==> src/rtl/serial_deser.sv <==
// serial_deser: serial-to-parallel receiver.
//
// Samples one bit per enabled clock (clock_enable=1) into a shift register.
// A word starts at the bit that has frame_start=1. It completes when bit
// WIDTH-1 has been received. Each completed word is presented on a
// valid/ready output port.
//
// Handshake: data_out carries a word whenever data_valid=1. The word is
// consumed on a rising edge where data_valid && data_ready. data_out never
// changes while data_valid=1 && data_ready=0. If a word completes while the
// previous word is still unconsumed, the new word is dropped and overflow is
// set. overflow is sticky and only reset clears it.
//
// Ports:
//   clk          in   rising-edge clock
//   reset        in   synchronous, active-high reset
//   clock_enable in   bit strobe; serial_in and frame_start are ignored when low
//   serial_in    in   serial data bit
//   frame_start  in   current bit is bit 0 of a new word (qualified by clock_enable)
//   data_out     out  last completed word (WIDTH bits)
//   data_valid   out  data_out holds an unconsumed word
//   data_ready   in   consumer accepts the word
//   overflow     out  sticky flag: a completed word was dropped
//   busy         out  receive FSM is in SHIFT (exposes the FSM state)
//
// All outputs are registered. There is no combinational path from any input
// to any output.
module serial_deser #(
  parameter int WIDTH     = 8,
  parameter int MSB_FIRST = 1
) (
  input  logic             clk,
  input  logic             reset,
  input  logic             clock_enable,
  input  logic             serial_in,
  input  logic             frame_start,
  output logic [WIDTH-1:0] data_out,
  output logic             data_valid,
  input  logic             data_ready,
  output logic             overflow,
  output logic             busy
);

  localparam int CW = $clog2(WIDTH) + 1;

  typedef enum logic {IDLE, SHIFT} state_e;

  state_e           state_q, state_d;
  logic [CW-1:0]    count_q, count_d;
  logic [WIDTH-1:0] shreg_q, shreg_d;
  logic             complete;

  logic [WIDTH-1:0] data_q;
  logic             valid_q;
  logic             overflow_q;
  logic             busy_q;

  // Register position of received bit k.
  function automatic int bit_pos(input int k);
    return (MSB_FIRST != 0) ? (WIDTH - 1 - k) : k;
  endfunction

  // Receive path. shreg_d holds the complete word on the completion edge,
  // so it is loaded straight into data_q and the output updates on that
  // same edge.
  always_comb begin
    state_d  = state_q;
    count_d  = count_q;
    shreg_d  = shreg_q;
    complete = 1'b0;
    if (clock_enable) begin
      if (frame_start) begin
        // A new frame starts, or an in-flight partial word restarts.
        // Stale bits are cleared.
        shreg_d = '0;
        for (int b = 0; b < WIDTH; b++) begin
          if (b == bit_pos(0)) shreg_d[b] = serial_in;
        end
        count_d = CW'(1);
        state_d = SHIFT;
      end else if (state_q == SHIFT) begin
        for (int b = 0; b < WIDTH; b++) begin
          if (b == bit_pos(int'(count_q))) shreg_d[b] = serial_in;
        end
        if (int'(count_q) == WIDTH - 1) begin
          complete = 1'b1;
          count_d  = '0;
          state_d  = IDLE;
        end else begin
          count_d = count_q + CW'(1);
        end
      end
    end
  end

  always_ff @(posedge clk) begin
    if (reset) begin
      state_q    <= IDLE;
      count_q    <= '0;
      shreg_q    <= '0;
      data_q     <= '0;
      valid_q    <= 1'b0;
      overflow_q <= 1'b0;
      busy_q     <= 1'b0;
    end else begin
      state_q <= state_d;
      count_q <= count_d;
      shreg_q <= shreg_d;
      busy_q  <= (state_d == SHIFT);
      if (complete) begin
        // Load the new word if the slot is empty or being emptied this edge.
        if (!valid_q || data_ready) begin
          data_q  <= shreg_d;
          valid_q <= 1'b1;
        end else begin
          overflow_q <= 1'b1;
        end
      end else if (valid_q && data_ready) begin
        valid_q <= 1'b0;
      end
    end
  end

  assign data_out   = data_q;
  assign data_valid = valid_q;
  assign overflow   = overflow_q;
  assign busy       = busy_q;

endmodule

==> config.mk <==
export PLATFORM = sky130hd
export DESIGN_NAME = serial_deser
export DESIGN_NICKNAME = d
export VERILOG_FILES = /design/src/rtl/serial_deser.sv
export SDC_FILE = /design/constraint.sdc
export NUM_CORES = 1
export LEC_CHECK = 0
export ABC_AREA = 1
export ABC_CLOCK_PERIOD_IN_PS = 2400
export CAP_MARGIN = 0
export CORE_UTILIZATION = 50
export CTS_CLUSTER_DIAMETER = 80
export DETAILED_ROUTE_END_ITERATION = 10
export PLACE_DENSITY = 0.74
export SYNTH_ARGS = -nofsm -noshare
export SYNTH_HDL_FRONTEND = slang
export SYNTH_SLANG_ARGS = --single-unit
==> constraint.sdc <==
create_clock -name clk -period 2.4 [get_ports clk]
set_input_delay 0.24 -clock clk [delete_from_list [all_inputs] [get_ports clk]]
set_output_delay 0.24 -clock clk [all_outputs]
set_load 0.1 [all_outputs]
### Yosys cells after proc, flatten, opt, wreduce, memory -nomap -nowiden

Cells that the tools add are included.

| operators by class | value |
|---|---|
| add/subtract/negate cells | 2 |
| multiply operators | 0 |
| divide/modulo/power cells | 0 |
| magnitude comparators | 0 |
| equality and inequality tests | 9 |
| shift-type cells | 0 |
| mux-type cells | 24 |
| bitwise operators | 1 |
| reduce and logical (&&, ||, !) cells | 10 |

Operators with widths:

| kind | count |
|---|---|
| logical NOT 32 bit | 1 |
| two-way mux 8 bit | 3 |
| equality test 4 x 5 -> 1 bit (first input constant) | 4 |
| two-way mux 1 bit | 18 |
| two-way mux 4 bit | 3 |
| equality test 3 x 5 -> 1 bit (first input constant) | 2 |
| AND reduction 2 bit | 4 |
| equality test 2 x 5 -> 1 bit (first input constant) | 1 |
| subtractor 3 x 4 -> 5 bit (first input constant) | 1 |
| adder 4 x 1 -> 4 bit (second input constant) | 1 |
| equality test 4 bit (second input constant) | 1 |
| nonzero test 2 bit | 2 |
| inequality test 2 x 1 -> 1 bit (second input constant) | 1 |
| logical AND 1 bit | 1 |
| logical NOT 1 bit | 1 |
| logical OR 1 bit | 1 |
| inverter 1 bit | 1 |

| storage, ports and cells | value |
|---|---|
| flip-flop bits (word level) | 23 |
| latch bits | 0 |
| bits in writable memories | 0 |
| bits in read-only memories | 0 |
| input port bits | 6 |
| logic and storage cells | 52 |
| memories kept | 0 |

### Logic depth before layout (Yosys ltp)

Gate-level depths: netlist of run 1.

| logic depth | value |
|---|---|
| depth in word-level cells | 7 |
| mapped depth | 10 |
| gate-level depth less buffers | 10 |

### Worst setup path before layout of run 1

No wires, ideal clock.

| timing | value |
|---|---|
| kind | register to register |
| start point | register, netlist name busy |
| end point | register data_q[7], in the netlist data_out[7] |
| setup time | 0.114 ns |
| arrival | 1.804 ns |
| data required time | 2.286 ns |
| path slack | 0.482 ns |
| cell stages (with the launch flop) | 7 |
| path buffers | 1 |
| clock period less this slack | 1.918 ns |
| path through | dfxtp_1 -> nand2_2 -> nor2_4 -> nand3_4 -> buf_6 -> a21oi_1 -> nor2_1 |

RTL lines:

| item | RTL line | source |
|---|---|---|
| end signal: assignment | 113 | `data_q <= shreg_d;` |
| end: declaration | 53 | `logic [WIDTH-1:0] data_q;` |

### Worst setup path in the final report of run 1

| timing | value |
|---|---|
| start point | register count_q[0] |
| end point | register data_q[7], in the netlist data_out[7] |

| on the way | value |
|---|---|
| cells in the longest elaborated chain, start to end | 6 |
| elaborated cells between the ends (all ways) | 12 |
| classes of those cells | add/sub: 1; eq/ne: 2; mux: 8; reduce/logical: 1 |

Ends and longest elaborated chain:

| item | RTL line | source |
|---|---|---|
| start: declaration | 49 | `logic [CW-1:0] count_q, count_d;` |
| start signal: assignment | 107 | `count_q <= count_d;` |
| subtractor 3 x 4 -> 5 bit or equality test 4 bit (tied branches) | 60, 85 |  |
| equality test 4 x 5 -> 1 bit or two-way mux 1 bit (tied branches) | 83, 85 |  |
| two-way mux 1 bit, on equally long branches | 83, 81 |  |
| two-way mux 8 bit or two-way mux 1 bit (tied branches) | 81, 72 |  |
| two-way mux 8 bit or two-way mux 1 bit (tied branches) | 72, 71 |  |
| two-way mux 8 bit or AND reduction 2 bit (tied branches) | -- |  |

Several ways; a longest one is shown, not always the timed one.
A chain may end at the register's enable or synchronous reset.

==> results of run 1 <==
metal layers:
| layer | vias to the layer above | GRT usage, % | share of wire [%] |
|---|---|---|---|
| met5 | - | 0 | 0 |
| met4 | 0 | 6.94 | 1.3 |
| met3 | 4 | 2.73 | 5.6 |
| met2 | 41 | 39.1 | 48 |
| met1 | 513 | 31.6 | 45 |
| li1 | 592 | - | - |
layout by cell type (no fill, tap or decap):
cell type | netlist | routed
nor3_1 | 1 | 1
o21bai_1 | 3 | 3
buf_4 | 0 | 12
a21oi_1 | 13 | 13
inv_1 | 28 | 28
clkinv_2 | 0 | 1
ha_1 | 4 | 4
clkdlybuf4s50_1 | 0 | 5
nand3_1 | 19 | 19
inv_2 | 1 | 1
nand2_1 | 48 | 48
nor2_4 | 1 | 1
nand3_4 | 1 | 1
nor2_1 | 23 | 23
o21ai_0 | 4 | 4
nand2_2 | 3 | 3
o21a_1 | 1 | 1
a31oi_1 | 1 | 1
clkinv_1 | 1 | 1
nand3_2 | 1 | 1
clkbuf_4 | 0 | 3
dfxtp_1 | 23 | 23
power groups by stage:
stage | sequential, uW | combinational, uW | clock, uW
floorplan | 407 | 26.7 | 0
global route | 393 | 64.0 | 211
CTS | 391 | 58.4 | 189
detailed placement | 400 | 57.6 | 0
global placement | 400 | 55.9 | 0
finish | 392 | 58.5 | 188
worst min path at each step:
stage,slack (ps),cells past startpoint,endpoint
after floorplan,310,1,busy$_SDFFE_PP0P_
after global placement,450,1,overflow$_SDFFE_PP0P_
after detailed placement,460,1,overflow$_SDFFE_PP0P_
after CTS,490,1,overflow$_SDFFE_PP0P_
after global routing,510,1,overflow$_SDFFE_PP0P_
final,480,1,overflow$_SDFFE_PP0P_
logic make-up (layout without fill, tap and decap cells):
group,Yosys count,in the layout,synth area share [%]
and+or+nand+nor,97,97,35.8
AOI/OAI and AO/OA,22,22,10.3
DFF,23,23,38.9
adders and majority gates,4,4,4.23
buffers and inverters,32,51,10.8
cells in the mapped netlist:
cell,n,share of area [%]
a21oi_1,13,5.5
a31oi_1,1,0.53
buf_6,1,0.95
clkbuf_1,1,0.32
clkinv_1,1,0.32
dfxtp_1,23,39
ha_1,4,4.2
inv_1,28,8.9
inv_2,1,0.32
nand2_1,48,15
nand2_2,3,1.6
nand3_1,19,8.0
nand3_2,1,0.85
nand3_4,1,1.5
nor2_1,23,7.3
nor2_4,1,0.95
nor3_1,1,0.42
o21a_1,1,0.63
o21ai_0,4,1.7
o21bai_1,3,1.9
layout make-up:
cell class	instances	area, sq um
Fill cell	222	841
Multi-Input combinational cell	123	596
Sequential cell	23	460
Timing Repair Buffer	17	140
Inverter	30	113
Tap cell	28	35.0
Clock buffer	3	22.5
Clock inverter	1	5.00
state kept, by name (all words and copies together), names as in the netlist:
| name | flops |
|---|---|
| data_out | 8 |
| overflow | 1 |
| shreg_q | 8 |
| data_valid | 1 |
| busy | 1 |
| count_q | 4 |
per-stage QoR:
stage / total power, uW / cell area [sq um] / std cells
6_report: 639 / 1370 / 225
2_1_floorplan: 433 / 1180 / 178
3_5_place_dp: 457 / 1340 / 221
3_3_place_gp: 456 / 1340 / 221
4_1_cts: 639 / 1370 / 225
5_1_grt: 668 / 1370 / 225
worst max-delay path: cells and delay by family (launching register included):
kind	cells	cell delay [ps]
AO/OA/AOI/OAI	1	200
adder cells (fa/ha/maj)	1	290
flip-flops	1	450
AND/OR/NAND/NOR	4	550
==> results by group, run 1 <==
Global route
  • GRT Total Usage: 23.5%
  • Initial antenna violation count: 0
  • Largest net degree at the start of global routing: 18
  • Vias in the first global route: 1020
  • First-pass GRT wire length: 4520 microns
  • GR Overflow Total: 0

Setup path
  • CP required: 2630 ps
  • Slowest cell on crit path: dfxtp_1
  • Worst-path cell chain: ha_1 > nand3_2 > nor2_4 > nand3_4 > a21oi_1 > nor2_1
  • Critical Path AT: 1810 ps
  • Reg2Reg Setup Slack: 820 ps
  • CP Class: reg -> reg
  • Crit path max fanout: 17
  • R2R cell count: 6
  • Element type at the critical path start: register
  • CP max stage delay: 450 ps
  • R2R Path Start: count_q[0]$_SDFFE_PP0P_
  • Reg2reg end: data_out[7]$_SDFFE_PP0P_
  • Crit path capture type: register
  • Critical Path End: data_out[7]$_SDFFE_PP0P_
  • Crit path launch: count_q[0]$_SDFFE_PP0P_

Clock network
  • Clock Path Buffers: 2
  • Post-CTS Hold Fix Bufs: 0
  • Worst skew pair latency: 320 ps
  • Num Clock Sinks: 23
  • Post-cts resize count: 0
  • Clk slew on worst S/H paths: 140 ps
  • H-tree levels: 1
  • Root Buffer: clkbuf_4
  • CTS tree: done
  • Number of buffers created by CTS: 3
  • # Post-CTS Setup Buffers: 0

Worst hold path
  • Worst hold start: overflow$_SDFFE_PP0P_
  • Worst hold path class: reg -> reg

Floorplanning
  • Io pins: 17
  • Initial core utilization: 53.5%
  • Rows: 17
  • Die Y: 50.7 microns
  • Die area: 2570 sq um
  • Die Wd: 50.7 microns
  • Core box area: 2210 sq um

Power
  • Switching Share: 26.9%
  • Reg power frac: 61.3%
  • Int Pwr: 467 uW
  • Worst IR drop on VDD: 0.326 mV
  • Pleak: 0.000678 uW
  • Psw: 172 uW
  • Combinational Power Share: 9.2%
  • PD cells: 466 nW/um^2
  • Clock power frac: 29.5%

STA
  • Least-Margin Pin Slew: 443 ps
  • Max frequency: 0.633 GHz
  • Max Slew Vio Count: 0
  • Final Hold Viols: 0
  • RSZ-0062 raised after global routing: no
  • Hold slack: 482 ps
  • Setup TNS: 0 ps
  • Minimum clock period after layout: 1580 ps
  • Fin Clk Skew: 13.1 ps
  • Final WS setup: 821 ps
  • Rel. slew slack: 70.3%
  • Final Setup Violations: 0
  • Fin crit share: 65.8%

Routing
  • Vias post-DR: 1150
  • Final wirelength: 2620 microns
  • Residual DRC count: 0
  • WL per Instance: 11.7 microns
  • Number of nets with antenna violations after routing: 0
  • Via/cell ratio: 5.11
  • 1st-iter DRT viols: 34
  • First-pass DRT Iterations: 4

Placed design
  • Routability cong.: 0.875
  • Pre-CTS setup slack: 613 ps
  • HPWL after detailed placement: 1890 microns
  • Number of port buffers: 16

Cells and area
  • Area Growth Syn to Fin: 15.9%
  • Final core utilization: 62.0%
  • Antenna fix cells: 0
  • Layout cells sized above 1: 11.7%
  • Final nets: 208

Synthesis
  • Flops & latches, synth: 23
  • YS warnings: 0
  • Syn nets: 188
  • Post-Synthesis Cells: 178
  • Seq/Total Area, Yosys: 38.9%
  • Avg Cell Area, Syn: 6.65 sq um
  • Post-synthesis cell type count: 20
  • Post-Syn Area: 1180 sq um

Status
  • Status: finished, final reports clean

Job
  • Max-cap violation count: 0
(Power assumes the default switching activity.)
==> inputs of run 2 (changes only) <==
ABC_CLOCK_PERIOD_IN_PS = 1640   (was 2400)
clock period = 1.64 ns   (was 2.4 ns; I/O delays follow)
==> run 2 against run 1 <==
Effect of this change:
- clock skew is 7.3 ps lower
- non-clock buffer count increased by 3
- via count shrank 2.2%
- clock-buffer cell count up 1
- first-iteration DRC count decreased by 56%
- worst hold slack gained 13 ps
- critical path type unchanged
- highest routed layer unchanged
==> results by group, run 2 (same netlist as run 1, synthesis figures left out) <==
Power
  • Combinational Power Share: 9.9%
  • Int Pwr: 694 uW
  • Switching Share: 24.8%
  • Worst IR drop on VDD: 0.477 mV
  • Reg power frac: 62.3%
  • PD cells: 607 nW/um^2
  • Clock power frac: 27.8%
  • Pleak: 0.000719 uW
  • Psw: 229 uW

STA
  • Max frequency: 0.680 GHz
  • Fin Clk Skew: 5.78 ps
  • Least-Margin Pin Slew: 476 ps
  • RSZ-0062 raised after global routing: no
  • Minimum clock period after layout: 1470 ps
  • Rel. slew slack: 68.1%
  • Final Hold Viols: 0
  • Hold slack: 496 ps
  • Setup TNS: 0 ps
  • Max Slew Vio Count: 0
  • Fin crit share: 89.6%
  • Final Setup Violations: 0

Clock network
  • # Post-CTS Setup Buffers: 0
  • Root Buffer: clkbuf_4
  • Num Clock Sinks: 23
  • Clk slew on worst S/H paths: 120 ps
  • CTS tree: done
  • Clock Path Buffers: 2
  • H-tree levels: 1
  • Post-CTS Hold Fix Bufs: 0
  • Number of buffers created by CTS: 3
  • Post-cts resize count: 0
  • Worst skew pair latency: 310 ps

Global route
  • First-pass GRT wire length: 4270 microns
  • Initial antenna violation count: 0
  • Largest net degree at the start of global routing: 18
  • GR Overflow Total: 0
  • GRT Total Usage: 21.7%
  • Vias in the first global route: 1082

Cells and area
  • Final core utilization: 68.7%
  • Post-layout instance area: 1520 sq um
  • Antenna fix cells: 0
  • Area Growth Syn to Fin: 28.4%
  • Most frequent cells in the layout: nand2_1, inv_1, nor2_1, dfxtp_1, nand3_1
  • Most common cell after layout, fill and taps aside: nand2_1
  • Layout cells sized above 1: 13.5%
  • Final nets: 211
  • Post-Layout Cell Count: 228

Setup path
  • R2R cell count: 7
  • CP required: 1910 ps
  • Element type at the critical path start: register
  • CP Class: reg -> reg
  • Crit path capture type: register
  • Critical Path AT: 1740 ps
  • Crit path max fanout: 17

Floorplanning
  • Rows: 17
  • Die Y: 50.7 microns
  • Core box area: 2210 sq um
  • Die Wd: 50.7 microns
  • Io pins: 17
  • Die area: 2570 sq um
  • Initial core utilization: 53.5%

Routing
  • Number of nets with antenna violations after routing: 0
  • Vias post-DR: 1125
  • Final wirelength: 2460 microns
  • Via/cell ratio: 4.93
  • 1st-iter DRT viols: 15
  • First-pass DRT Iterations: 5
  • WL per Instance: 10.8 microns
  • Residual DRC count: 0

Status
  • Status: finished, final reports clean

Placed design
  • HPWL after detailed placement: 1860 microns
  • Inst Count DP: 224
  • Number of port buffers: 16
  • Routability cong.: 0.897
  • Area after DPL: 1490 sq um

Worst hold path
  • Worst hold path class: reg -> reg
  • Hold Path Stages: 2

Job
  • Max-cap violation count: 0
run 2: worst paths after layout:
kind	from	endpoint	slack [ps]
worst max-delay path	count_q[0]$_SDFFE_PP0P_	data_out[0]$_SDFFE_PP0P_	170
worst min-delay path	shreg_q[6]$_SDFF_PP0_	shreg_q[6]$_SDFF_PP0_	500
worst max register to register	count_q[0]$_SDFFE_PP0P_	data_out[0]$_SDFFE_PP0P_	170
worst min register to register	shreg_q[6]$_SDFF_PP0_	shreg_q[6]$_SDFF_PP0_	500
run 2: per-layer routing:
| layer | global-route usage [%] | up-vias | part of all wire [%] |
|---|---|---|---|
| met5 | 0 | - | 0 |
| met4 | 7.87 | 0 | 1.5 |
| met3 | 4.24 | 5 | 3.5 |
| met2 | 38.7 | 22 | 49 |
| met1 | 25.5 | 506 | 46 |
| li1 | - | 592 | - |
run 2: worst max-delay path, cell delays in order, from the launching register on:
cell and delay, ps:
dfxtp_1 440, ha_1 220, nand3_2 150, nor2_4 150, nand3_4 190, a21oi_1 180, nand2_1 60, inv_1 40
run 2: cell type report:
cell class                      instances  area (sq um)
Sequential cell                        23           463
Clock buffer                            4          26.3
Tap cell                               28          35.0
Fill cell                             197           692
Multi-Input combinational cell        123           596
Timing Repair Buffer                   20           288
Inverter                               30           113
run 2: stage by stage:
step	power, uW	setup WS, ps
after floorplan	634	105
after global placement	675	163
after detailed placement	677	120
after CTS	929	174
after global routing	958	31.1
final	922	170
run 2: power groups by stage:
stage,clock network (uW),logic (uW),registers (uW)
after floorplan,0,38.9,595
after global placement,0,89.0,586
after detailed placement,0,90.6,586
after CTS,264,91.1,574
after global routing,283,99.3,576
final,257,91.5,574
==> inputs of run 3 (changes only) <==
DONT_BUFFER_PORTS = 1   (was default)
PLACE_DENSITY = default   (was 0.74)
==> run 3 against run 2 <==
Effect of this change:
- register-to-register slack worse by 20 ps
- combinational power is 26% lower
- sequential cell count unchanged
- critical endpoint unchanged
- fmax shrank 1.4%
- power is 2.2% lower
- final cell count down 3.1%
- largest power group unchanged
- worst hold slack worse by 440 ps
- routed wire length down 5.3%
- critical path depth increased by 1
==> results by group, run 3 (same netlist as run 1, synthesis figures left out) <==
Status
  • Status: finished, final reports clean

Power
  • Int Pwr: 677 uW
  • Clock power frac: 29.0%
  • Worst IR drop on VDD: 0.408 mV
  • Pleak: 0.000657 uW
  • Reg power frac: 63.5%
  • Combinational Power Share: 7.5%
  • Psw: 225 uW
  • PD cells: 676 nW/um^2
  • Switching Share: 25.0%

STA
  • Least-Margin Pin Slew: 563 ps
  • Final Hold Viols: 0
  • Minimum clock period after layout: 1490 ps
  • Fin Clk Skew: 5.40 ps
  • Final Setup Violations: 0
  • RSZ-0062 raised after global routing: no
  • Final WS setup: 149 ps
  • Max Slew Vio Count: 0
  • Setup TNS: 0 ps
  • Max frequency: 0.671 GHz
  • Fin crit share: 90.9%
  • Rel. slew slack: 62.3%

Floorplanning
  • Rows: 17
  • Die area: 2570 sq um
  • Io pins: 17
  • Die Wd: 50.7 microns
  • Initial core utilization: 53.5%
  • Die Y: 50.7 microns
  • Core box area: 2210 sq um

Job
  • Max-cap violation count: 0

Cells and area
  • Antenna fix cells: 0
  • Most frequent cells in the layout: nand2_1, inv_1, nor2_1, dfxtp_1, nand3_1
  • Most common cell after layout, fill and taps aside: nand2_1
  • Final nets: 204
  • Layout cells sized above 1: 13.0%
  • Area Growth Syn to Fin: 12.8%

Placed design
  • HPWL after detailed placement: 1800 microns
  • Pre-CTS setup slack: 156 ps
  • Routability cong.: 0.868
  • Number of port buffers: 0

Clock network
  • Clk slew on worst S/H paths: 130 ps
  • Root Buffer: clkbuf_4
  • Worst skew pair latency: 300 ps
  • Clock Path Buffers: 2
  • Number of buffers created by CTS: 3
  • H-tree levels: 1
  • CTS tree: done
  • Num Clock Sinks: 23

Routing
  • 1st-iter DRT viols: 16
  • First-pass DRT Iterations: 4
  • Final wirelength: 2330 microns
  • WL per Instance: 10.5 microns
  • Vias post-DR: 1089
  • Number of nets with antenna violations after routing: 0
  • Residual DRC count: 0
  • Via/cell ratio: 4.93

Worst hold path
  • Worst hold path class: in -> reg

Setup path
  • R2R Path Start: count_q[0]$_SDFFE_PP0P_
  • Reg2reg end: data_out[0]$_SDFFE_PP0P_
  • Critical Path AT: 1710 ps
  • CP required: 1860 ps
  • Element type at the critical path start: register
  • CP Class: reg -> reg
  • Crit path launch: count_q[0]$_SDFFE_PP0P_
  • Critical Path End: data_out[0]$_SDFFE_PP0P_
  • Reg2Reg Setup Slack: 150 ps
  • Crit path capture type: register
  • Crit path max fanout: 17
  • R2R cell count: 8

Global route
  • GR Overflow Total: 0
  • Largest net degree at the start of global routing: 18
  • Initial antenna violation count: 0
  • Vias in the first global route: 948
  • GRT Total Usage: 20.1%
  • First-pass GRT wire length: 3880 microns
run 3: cell type report:
class,instances,area (sq um)
clock buffer,4,26.3
fill,219,877
inverter,30,113
multi-input combinational,123,598
sequential,23,463
tap,28,35.0
timing repair buffer,13,100
run 3: routing by layer:
layer,up-vias,track usage (%),wire [microns]
met1,478,26.5,1140
met4,0,5.56,18
li1,584,-,-
met3,4,3.94,99
met5,-,0,0
met2,23,33.1,1080
run 3: worst min path at each step:
stage | endpoint | startpoint | cells after the start | slack [ps]
global route | count_q[2]$_SDFFE_PP0P_ | frame_start | 3 | 50
CTS | count_q[2]$_SDFFE_PP0P_ | frame_start | 3 | 50
finish | count_q[1]$_SDFFE_PP0P_ | frame_start | 3 | 60
global placement | busy$_SDFFE_PP0P_ | reset | 1 | 230
detailed placement | data_valid$_SDFFE_PP0P_ | reset | 1 | 230
floorplan | busy$_SDFFE_PP0P_ | reset | 1 | 230
run 3: metrics by stage:
step | std cells | power [uW] | hold slack (ps) | area, sq um | util (%)
final | 221 | 902 | 56.7 | 1340 | 60.4
after CTS | 221 | 913 | 52.1 | 1330 | 60.2
after floorplan | 178 | 634 | 226 | 1190 | -
after global routing | 221 | 940 | 54.0 | 1340 | 60.4
after global placement | 216 | 646 | 229 | 1300 | 58.6
after detailed placement | 216 | 646 | 231 | 1300 | 58.6
run 3: worst max-delay path, cell delays in order, from the launching register on:
cell     delay [ps]
dfxtp_1         430
ha_2            250
nand3_2         140
nor2_4          140
nand3_4         180
inv_1           100
nand2_1          60
nand2_1          60
inv_1            40
run 3: power groups by stage:
stage / Sequential (uW) / Clock [uW] / Combinational (uW)
5_1_grt: 574 / 290 / 74.6
4_1_cts: 573 / 272 / 68.3
6_report: 573 / 261 / 67.8
3_5_place_dp: 585 / 0 / 60.8
3_3_place_gp: 585 / 0 / 61.1
2_1_floorplan: 595 / 0 / 38.9
run 3: repair_timing:
action / in CTS / in global routing
setup endpoints to repair: 0 / 3
endpoints found under the hold margin: 14 / 0
gates resized for setup: 0 / 1
hold buffers: 1 / 0
buffers inserted: 0 / 0
